[src/rtl/vc_rd_bank_arb.sv]
// Per-bank read-command arbiter: round-robin merge of the W/E/S/N crossbar lanes into a small output FIFO.
// Optional per-source grant counters are built when VC_RD_ARB_PERF_CNT_EN is defined.
package vc_rd_bank_arb_pkg;
  typedef struct packed {
    logic [63:0] cmd_addr;
    logic [7:0]  cmd_id;
  } input_req_pld_t;
endpackage

module vc_rd_bank_arb
  import vc_rd_bank_arb_pkg::*;
#(
  parameter int BANK_ID = 0,
  parameter int DEPTH   = 2,
  parameter int CNT_W   = 32
) (
  input  logic                 clk,
  input  logic                 rst_n,
  input  logic [3:0]           in_vld,
  input  input_req_pld_t [3:0] in_pld,
  output logic [3:0]           in_rdy,
  output logic                 out_vld,
  output input_req_pld_t       out_pld,
  output logic [1:0]           out_src,
  input  logic                 out_rdy,
  output logic                 bank_err
`ifdef VC_RD_ARB_PERF_CNT_EN
  ,
  output logic [3:0][CNT_W-1:0] grant_cnt
`endif
);

  // Handshake: a source transfers when in_vld[i] && in_rdy[i]; the bank takes a command when out_vld && out_rdy.
  localparam int PTR_W = $clog2(DEPTH);
  localparam int CNT_BITS = $clog2(DEPTH + 1);

  typedef struct packed {
    input_req_pld_t pld;
    logic [1:0]     src;
  } fifo_ent_t;

  fifo_ent_t           mem_q [DEPTH];
  fifo_ent_t           mem_d [DEPTH];
  logic [PTR_W-1:0]    wr_ptr_q, wr_ptr_d;
  logic [PTR_W-1:0]    rd_ptr_q, rd_ptr_d;
  logic [CNT_BITS-1:0] count_q, count_d;
  logic [1:0]          rr_ptr_q, rr_ptr_d;
  logic                bank_err_q, bank_err_d;

  logic       can_push;
  logic       grant_vld;
  logic [1:0] grant_src;
  logic [1:0] idx;
  logic       push;
  logic       pop;

  function automatic logic [PTR_W-1:0] ptr_inc(input logic [PTR_W-1:0] p);
    return (p == PTR_W'(DEPTH - 1)) ? '0 : p + PTR_W'(1);
  endfunction

  // Full means no grant, even if the head is popped this cycle.
  always_comb begin
    can_push  = (count_q < CNT_BITS'(DEPTH));
    grant_vld = 1'b0;
    grant_src = 2'd0;
    idx       = 2'd0;
    for (int k = 0; k < 4; k++) begin
      idx = rr_ptr_q + 2'(k);
      if (!grant_vld && in_vld[idx]) begin
        grant_vld = 1'b1;
        grant_src = idx;
      end
    end
    push   = rst_n && can_push && grant_vld;
    in_rdy = push ? (4'b0001 << grant_src) : 4'b0000;
    pop    = out_vld && out_rdy;
  end

  always_comb begin
    mem_d      = mem_q;
    wr_ptr_d   = wr_ptr_q;
    rd_ptr_d   = rd_ptr_q;
    rr_ptr_d   = rr_ptr_q;
    bank_err_d = bank_err_q;
    count_d    = count_q + CNT_BITS'(push) - CNT_BITS'(pop);
    if (push) begin
      mem_d[wr_ptr_q].pld = in_pld[grant_src];
      mem_d[wr_ptr_q].src = grant_src;
      wr_ptr_d            = ptr_inc(wr_ptr_q);
      rr_ptr_d            = grant_src + 2'd1;
      if (in_pld[grant_src].cmd_addr[63:62] != 2'(BANK_ID)) begin
        bank_err_d = 1'b1;
      end
    end
    if (pop) begin
      rd_ptr_d = ptr_inc(rd_ptr_q);
    end
  end

  always_ff @(posedge clk) begin
    if (!rst_n) begin
      wr_ptr_q   <= '0;
      rd_ptr_q   <= '0;
      count_q    <= '0;
      rr_ptr_q   <= 2'd0;
      bank_err_q <= 1'b0;
    end else begin
      wr_ptr_q   <= wr_ptr_d;
      rd_ptr_q   <= rd_ptr_d;
      count_q    <= count_d;
      rr_ptr_q   <= rr_ptr_d;
      bank_err_q <= bank_err_d;
    end
  end

  // Storage needs no reset: entries are only visible while count_q covers them.
  always_ff @(posedge clk) begin
    mem_q <= mem_d;
  end

  assign out_vld  = (count_q != '0);
  assign out_pld  = mem_q[rd_ptr_q].pld;
  assign out_src  = mem_q[rd_ptr_q].src;
  assign bank_err = bank_err_q;

`ifdef VC_RD_ARB_PERF_CNT_EN
  logic [3:0][CNT_W-1:0] grant_cnt_q, grant_cnt_d;

  always_comb begin
    grant_cnt_d = grant_cnt_q;
    if (push && (grant_cnt_q[grant_src] != '1)) begin
      grant_cnt_d[grant_src] = grant_cnt_q[grant_src] + CNT_W'(1);
    end
  end

  always_ff @(posedge clk) begin
    if (!rst_n) begin
      grant_cnt_q <= '0;
    end else begin
      grant_cnt_q <= grant_cnt_d;
    end
  end

  assign grant_cnt = grant_cnt_q;
`else
  // Counter width has no effect when the counters are not built.
  localparam int CNT_W_UNUSED = CNT_W;
`endif

endmodule

[config.mk]
export PLATFORM = sky130hd
export DESIGN_NAME = vc_rd_bank_arb
export DESIGN_NICKNAME = d
export VERILOG_FILES = /design/src/rtl/vc_rd_bank_arb.sv
export SDC_FILE = /design/constraint.sdc
export NUM_CORES = 1
export LEC_CHECK = 0
export CAP_MARGIN = 20
export CORE_ASPECT_RATIO = 0.8
export CORE_MARGIN = 4
export CORE_UTILIZATION = 38
export CTS_CLUSTER_DIAMETER = 60
export DETAILED_ROUTE_END_ITERATION = 6
export PLACE_DENSITY_LB_ADDON = 0.15
export SYNTH_ARGS = -nofsm -noshare
export SYNTH_HDL_FRONTEND = slang
export SYNTH_SLANG_ARGS = --single-unit
[constraint.sdc]
create_clock -name clk -period 7.9 [get_ports clk]
set_input_delay 1.58 -clock clk [delete_from_list [all_inputs] [get_ports clk]]
set_output_delay 1.58 -clock clk [all_outputs]
set_load 0.05 [all_outputs]
== After elaboration in Yosys (flattened, before gate mapping) ==
Cells that the tools add are included.
Word-level totals
  bits in registers: 155
  output and inout port bits: 80
Cells by class
  add/sub/neg operators: 8
  magnitude comparators: 9
  shifts and indexed selects: 1
  mux-type cells: 30
  bitwise operators: 2
  reduce and logical (&&, ||, !) cells: 13
Operators with widths (number)
  148-bit bitwise mux: 2
  74-bit two-way mux: 4
  74-bit demux with 1-bit select: 2
  72-bit binary-select mux with 2-bit select: 1
  72-bit two-way mux: 1
  2-bit by 3-bit less-than comparator with 1-bit output, second input constant: 5
  1-bit two-way mux: 10
  2-bit two-way mux: 5
  1-bit binary-select mux with 2-bit select: 4
  1-bit logical AND: 7
  2-bit by 1-bit adder with 2-bit output, second input constant: 2
  2-bit adder, second input constant: 2
  2-bit >= comparator, second input constant: 2
  4-bit two-way mux: 1
  1-bit NOT with 2-bit output: 2
  2-bit nonzero test: 2
  1-bit by 2-bit left shift with 4-bit output, first input constant: 1
  1-bit zero test: 3
  1-bit adder, second input constant: 2
  2-bit by 1-bit adder with 2-bit output: 1
  2-bit by 1-bit less-than comparator with 1-bit output, second input constant: 1
  2-bit less-than comparator, second input constant: 1
  2-bit AND reduction: 1
  2-bit by 1-bit subtractor with 2-bit output: 1

== Logic depth before layout (Yosys ltp) ==
Gate-level depths: netlist of the first run.
  depth after elaboration: 16
  depth in mapped cells: 9

== Least setup slack after synthesis of the first run ==
OpenSTA, ideal clock, no wires.
  path kind: in2reg
  from: in in_vld[2]
  to: reg mem_q[100] (netlist bit) (enable)
  data arrival time: 5233 ps
  data required time: 7392 ps
  setup slack: 2159 ps
  stages on the path: 4
  cell sequence: nor2_1 -> a21oi_1 -> inv_1 -> nor2_1
On the way
  word-level cells in the longest chain between the ends: 13
  elaborated cells between the ends (all ways): 19
  those cells by class: 12 x mux; 7 x reduce/logical
Ends and longest elaborated chain
  start, declared: RTL line 19  | input logic [3:0] in_vld,
  1-bit binary-select mux with 2-bit select: RTL line 69  | if (!grant_vld && in_vld[idx]) begin
  1-bit two-way mux (not written as such): RTL line 69
  1-bit two-way mux: RTL line 69
  1-bit zero test: RTL line 69
  1-bit logical AND: RTL line 69
  1-bit two-way mux: RTL line 69
  1-bit zero test: RTL line 69
  1-bit logical AND: RTL line 69
  1-bit two-way mux: RTL line 69
  1-bit zero test: RTL line 69
  1-bit logical AND: RTL line 69
  1-bit two-way mux (*): RTL line 69
  1-bit logical AND (*): RTL line 74  | push = rst_n && can_push && grant_vld;
  end signal, assigned: RTL line 118  | mem_q <= mem_d;
  end, declared: RTL line 42  | fifo_ent_t mem_q [DEPTH];
Mark *: on every way between the ends. The rest lies on a longest branch, timed or not. The select of a mux whose other input is x is not followed.
A chain may end at the register's enable or synchronous reset.

== Final worst setup path of the first run ==
  from: in in_vld[1]
  to: out in_rdy[0]
On the way
  word-level cells in the longest chain between the ends: 14
  elaborated cells between the ends (all ways): 25
  those cells by class: 1 x shift; 17 x mux; 7 x reduce/logical
Ends and longest elaborated chain
  1-bit binary-select mux with 2-bit select: RTL line 69
  1-bit two-way mux (not written as such): RTL line 69
  1-bit two-way mux: RTL line 69
  1-bit zero test: RTL line 69
  1-bit logical AND: RTL line 69
  1-bit two-way mux: RTL line 69
  1-bit zero test: RTL line 69
  1-bit logical AND: RTL line 69
  1-bit two-way mux: RTL line 69
  1-bit zero test: RTL line 69
  1-bit logical AND: RTL line 69
  2-bit two-way mux / 1-bit two-way mux (equally long branches): RTL line 69
  1-bit by 2-bit left shift with 4-bit output / 1-bit logical AND (equally long branches): RTL line 75, 74
  4-bit two-way mux (*): RTL line 75  | in_rdy = push ? (4'b0001 << grant_src) : 4'b0000;
  end, declared: RTL line 21  | output logic [3:0] in_rdy,
Marks and branches as above.

==> key figures, run 1 <==
Pwr
  • Pwr Total: roughly 4.5 mW
  • Max rail drop VDD: 0.182 mV
  • Pleak: around 4.8 nW
  • Power per cell area: 355 nW/µm²

Detailed routing
  • Routed WL: 24.1 mm
  • First-pass DRT Iterations: 5
  • Routed WL per cell: ~17 µm
  • Detailed Route Iter0 Violations: 279
  • Antenna viol nets, final: 0
  • Vias per cell: 4.96
  • Via Count: 6933
  • Drt drc: 0

Flow run
  • Max-cap check violation count: 0

STA
  • Slew headroom: 0.297
  • RSZ-0062 raised after global routing: false
  • Slack of the critical path: approximately 1.5 ns
  • Setup violators final: 0
  • Hold slack final: 0.524 ns
  • Final Hold Fails: 0
  • Crit share post-route: 0.807
  • FMAX: 157 MHz
  • Setup TNS: 0 ns
  • Slew @ Worst Pin: roughly 1.1 ns
  • Skew final: between 0.007 and 0.008 ns
  • Final slew viol count: 0
  • Final Critical Period: between 6 and 7 ns

Final layout
  • Share of cells above drive strength 1: 0.106
  • Finished Layout Cells: roughly 1.4k
  • Final core utilization: 0.606
  • Nets: 1416
  • Finished Cell Area: around 13000 µm²
  • # diodes: 0
  • Fillers: 1773
  • Synth-to-Final Area Change: 56.6%
  • Area of the multi-input gates: around 3200 µm²
  • Reg area: 4590 µm²

Min path
  • Hold Path Class: reg2reg

Yosys
  • Synth warn: 0
  • Yosys top cell area share: 0.553
  • Async S/R FF share, synth: 0
  • Cell count after synthesis: 768
  • Ys flop type: edfxtp_1
  • Mapped cell area: 8040 µm²
  • Synth cell types: 32
  • Post-synth EDFFs: 148
  • Post-Syn Nets: 1069
  • Synth cell count leaders: nand2_1, edfxtp_1, mux2_2
  • Synth area leader: edfxtp_1
  • Synthesized flop and latch total: 155
  • Seq/Total Area, Yosys: 0.571
  • Syn_area_per_cell: 10.5 µm²
  • Largest cells by area after synthesis: edfxtp_1, nand2_1, mux2_2, a31oi_1, and3_1
  • Count leader, synth: nand2_1

Clocking
  • CTS buffer count: 17
  • H-tree depth: 4
  • Clock transition at path regs: 0.06 ns
  • Setup Fix Bufs, Post-CTS: 0
  • Clk sink count: 155
  • CTS root buf: clkbuf_16
  • Max Root-Sink Buffers: 2
  • CTS tree: done
  • Clk_lat worst skew: between 0.4 and 0.5 ns
  • CTS resizes: 0
  • CTS Hold Bufs: 0

Global route
  • Overall Global Routing Usage: 0.195
  • Top Usage Layer GRT: met2
  • Global-route wire length before repair: roughly 36 mm
  • GRT met2 Usage: 0.327
  • Remaining Overflow, GRT: 0
  • Antenna violations before repair: 0
  • Largest net degree at the start of global routing: 84
  • Met1 Track Usage GR: 0.237
  • Number of global-route vias before repair: between 6k and 7k
  • Met3 usage: 0.0708

Worst setup path
  • CP Launch Type: input port
  • Crit-path max cell delay: approximately 0.69 ns
  • R2R Setup Slk: 4.59 ns
  • Cell chain of the critical path: clkdlybuf4s50_1 > nor2b_1 > or3_1 > a21oi_4 > buf_4 > inv_2 > ha_1 > and2_1 > clkdlybuf4s50_1
  • CP most frequent cell: clkdlybuf4s50_1
  • Slowest cell on crit path: clkdlybuf4s50_1
  • Critical path's top delay family: buffers and inverters
  • Critical Path Fanout Max: 43
  • Critical Path AT: 4.79 ns
  • Bufs and invs on worst path: 4
  • Crit path kind: in2out
  • CP endpoint kind: output pin
  • CP required: between 6 and 7 ns

Die
  • Initial Util: 0.387
  • Die height: 138 µm
  • Die area: 23500 µm²
  • Row Count: 47
  • Die width: 171 µm
  • Io pins: 375
  • CORE AREA: between 20000 and 25000 µm²

Placement
  • Pre-CTS WS: 1.53 ns
  • Post-DP Area: 12000 µm²
  • Port Buffer Count: 374
  • Post-Place Cells: 1364
  • HPWL Detailed: about 17 mm
  • Gpl congestion: 0.792

Status
  • Status: finished, final reports clean
## per-layer routing
| layer | part of all wire | vias to the layer above |
|---|---|---|
| met5 | 0 | - |
| met3 | 0.099 | 32 |
| met1 | 0.41 | 3211 |
| met4 | 0.018 | 0 |
| li1 | - | 3428 |
| met2 | 0.48 | 262 |
## logic make-up (layout without fill, tap and decap cells)
family	Yosys count	count (layout)	share of synthesized area
AO/OA/AOI/OAI	84	84	0.0671
buffers and inverters	61	421	0.0336
flip-flops	155	155	0.571
XOR/XNOR	3	3	0.00327
AND/OR/NAND/NOR	379	379	0.205
adder cells (fa/ha/maj)	6	6	0.00934
multiplexers	80	80	0.111
## cell usage in the layout (no fill, tap or decap), types with 3 or more instances in the layout
| cell type | count |
|---|---|
| clkdlybuf4s50_1 | 374 |
| nand2_1 | 283 |
| edfxtp_1 | 148 |
| mux2_2 | 74 |
| and3_1 | 71 |
| a31oi_1 | 71 |
| clkbuf_16 | 17 |
| and2_1 | 9 |
| buf_4 | 7 |
| mux2i_1 | 6 |
| ha_1 | 6 |
| dfxtp_1 | 6 |
| inv_1 | 5 |
| nor2_1 | 5 |
| nor2b_1 | 4 |
| clkinv_4 | 4 |
| xnor2_1 | 3 |
| bufinv_16 | 3 |
## path summary, 6_finish.rpt
kind	depth (start not counted)	end	from
worst max-delay path	9	in_rdy[0]	in_vld[1]
worst min-delay path	1	bank_err$_SDFFE_PN0P_	bank_err$_SDFFE_PN0P_
worst max register to register	8	mem_q[13]$_DFFE_PP_	rr_ptr_q[1]$_SDFFE_PN0P_
worst min register to register	1	bank_err$_SDFFE_PN0P_	bank_err$_SDFFE_PN0P_
## power breakdown
group / internal, mW / leakage, nW / total, mW / switching, mW
logic: 0.863 / 3.06 / 2.31 / 1.45
registers: 1.24 / 1.44 / 1.34 / 0.104
clock network: 0.500 / 0.288 / 0.817 / 0.318
total: 2.60 / 4.79 / 4.47 / 1.87
## cell type report
class	count	area share
Tap cell	269	0.0268
Clock buffer	19	0.0344
Timing Repair Buffer	382	0.303
Multi-Input combinational cell	552	0.255
Clock inverter	13	0.0133
Inverter	7	0.00229
Sequential cell	155	0.365
## sequential cells by signal, indices dropped and copies added, names as in the netlist
register and count:
rr_ptr_q 2, bank_err 1, mem_q 148, rd_ptr_q 1
wr_ptr_q 1, count_q 2
(Power assumes the default switching activity.)
==> run 2, diff against run 1 <==
==> constraint.sdc (replaced) <==
create_clock -name clk -period 6.01 [get_ports clk]
set_input_delay 1.202 -clock clk [delete_from_list [all_inputs] [get_ports clk]]
set_output_delay 1.202 -clock clk [all_outputs]
set_load 0.05 [all_outputs]
==> run 2 against run 1 <==
Compared with the run above:
- register-to-register slack lost 1.4 ns
- combinational power rose by 33%
- final area rose by 0.37%
- flip-flop and latch count is the same
- highest routed layer unchanged
==> key figures, run 2 (synthesis results as in run 1) <==
Die
  • Io pins: 375
  • Row Count: 47
  • Die width: 171 µm
  • Die height: ~140 µm
  • Initial Util: 0.387
  • Die area: 23500 µm²
  • CORE AREA: between 20000 and 25000 µm²

Placement
  • Gpl congestion: 0.823
  • Post-DP Area: 12000 µm²
  • HPWL Detailed: 17.5 mm
  • Port Buffer Count: 374

Worst setup path
  • CP endpoint kind: output pin
  • Capturing point of the worst reg2reg path: mem_q[53]$_DFFE_PP_
  • CP Launch Type: input port
  • R2r worst-path depth: 9
  • Critical Path AT: 3.69 ns
  • Reg2reg start: rr_ptr_q[1]$_SDFFE_PN0P_
  • Critical Path Fanout Max: 75
  • Crit path kind: in2out
  • CP required: 4.81 ns
  • R2R Setup Slk: 3.20 ns

Detailed routing
  • Routed WL per cell: 17.4 µm
  • Routed WL: roughly 24 mm
  • Detailed Route Iter0 Violations: 291
  • First-pass DRT Iterations: 5
  • Vias per cell: approximately 5.0
  • Drt drc: 0
  • Antenna viol nets, final: 0
  • Via Count: 6975

STA
  • Final Critical Period: 4.89 ns
  • Final slew viol count: 0
  • FMAX: 204 MHz
  • Slew headroom: 0.483
  • Skew final: 0.00519 ns
  • RSZ-0062 raised after global routing: false
  • Setup TNS: 0 ns
  • Final Hold Fails: 0
  • Slew @ Worst Pin: 0.775 ns
  • Setup violators final: 0
  • Crit share post-route: 0.814

Final layout
  • Nets: 1422
  • Synth-to-Final Area Change: 57.1%
  • Max FFs per register: 148
  • # diodes: 0
  • Most flop-heavy register: mem_q
  • Most common cell after layout, fill and taps aside: clkdlybuf4s50_1
  • Finished Cell Area: about 13000 µm²
  • Most frequent cells in the layout: clkdlybuf4s50_1, nand2_1, edfxtp_1
  • Regs by FF count: mem_q (148), count_q (2), rr_ptr_q (2)
  • Share of cells above drive strength 1: 0.113

Min path
  • Hold Path Sink: bank_err$_SDFFE_PN0P_
  • Hold depth: 1
  • Hold Path Class: reg2reg
  • Hold path start: bank_err$_SDFFE_PN0P_

Clocking
  • Setup Fix Bufs, Post-CTS: 0
  • CTS tree: done
  • Clock transition at path regs: 0.06 ns
  • CTS Hold Bufs: 0
  • CTS resizes: 0
  • H-tree depth: 4
  • Clk_lat worst skew: 0.41 ns
  • CTS root buf: clkbuf_16
  • Max Root-Sink Buffers: 2
  • CTS buffer count: 17
  • Clk sink count: 155

Global route
  • Antenna violations before repair: 0
  • Overall Global Routing Usage: 0.200
  • Largest net degree at the start of global routing: 76
  • Number of global-route vias before repair: approximately 7k
  • Remaining Overflow, GRT: 0
  • Global-route wire length before repair: about 37 mm

Pwr
  • Power per cell area: roughly 470 nW/µm²
  • Pleak: 4.82 nW
  • Max rail drop VDD: 0.375 mV

Status
  • Status: finished, final reports clean

Flow run
  • Max-cap check violation count: 0
run 2: cell types whose count changed in the layout (fill, tap and decap cells not counted):
cell,previous run,this run
clkinv_2,2,0
clkinvlp_4,2,4
inv_6,2,4
clkinv_4,4,1
buf_12,1,2
buf_4,7,15
clkdlybuf4s50_1,374,371
run 2: critical path, stage by stage:
cell and delay, ns:
clkdlybuf4s50_1 0.55, nor2b_1 0.10, or3_1 0.40, a21oi_4 0.14, buf_4 0.61, inv_2 0.13
ha_1 0.23, and2_1 0.14, buf_4 0.18
run 2: where the power goes:
| part | internal, mW | switching [mW] | total [mW] | leakage, nW |
|---|---|---|---|---|
| sequential | 1.62 | 0.113 | 1.74 | 1.44 |
| combinational | 1.15 | 1.94 | 3.08 | 3.10 |
| clock | 0.657 | 0.422 | 1.08 | 0.277 |
| total | 3.43 | 2.47 | 5.90 | 4.82 |
run 2: layout make-up:
class	count	area [µm²]
flip-flops and latches	155	4590
multi-input cells	552	3210
fillers	1783	8130
clock buffers	19	433
well taps	269	337
repair buffers	388	3870
clock inverters	12	164
inverters	7	28.8
run 2: layer usage:
layer | global-route usage | part of all wire | vias up
met2 | 0.322 | 0.47 | 256
met1 | 0.248 | 0.40 | 3240
met5 | 0 | 0 | -
met4 | 0.0630 | 0.023 | 0
met3 | 0.0793 | 0.10 | 36
li1 | - | - | 3443
run 2: how the worst max path moves through the flow:
stage | start | endpoint | slack [ns] | depth (start not counted)
floorplan | in_vld[2] | mem_q[100]$_DFFE_PP_ | 0.65 | 4
global placement | in_vld[2] | in_rdy[0] | 1.18 | 9
detailed placement | in_vld[2] | in_rdy[2] | 1.10 | 9
CTS | in_vld[2] | in_rdy[2] | 1.10 | 9
global route | in_vld[2] | in_rdy[2] | 0.97 | 9
finish | in_vld[1] | in_rdy[2] | 1.12 | 9
run 2: through the flow:
step	util	hold slack [ns]	cells	power (mW)	worst slack [ns]
floorplan	-	0.494	768	3.80	0.647
global route	0.608	0.584	1402	6.23	0.967
global placement	0.579	0.527	1371	4.83	1.18
detailed placement	0.579	0.544	1371	4.87	1.10
finish	0.608	0.551	1402	5.90	1.12
CTS	0.608	0.562	1402	5.97	1.10
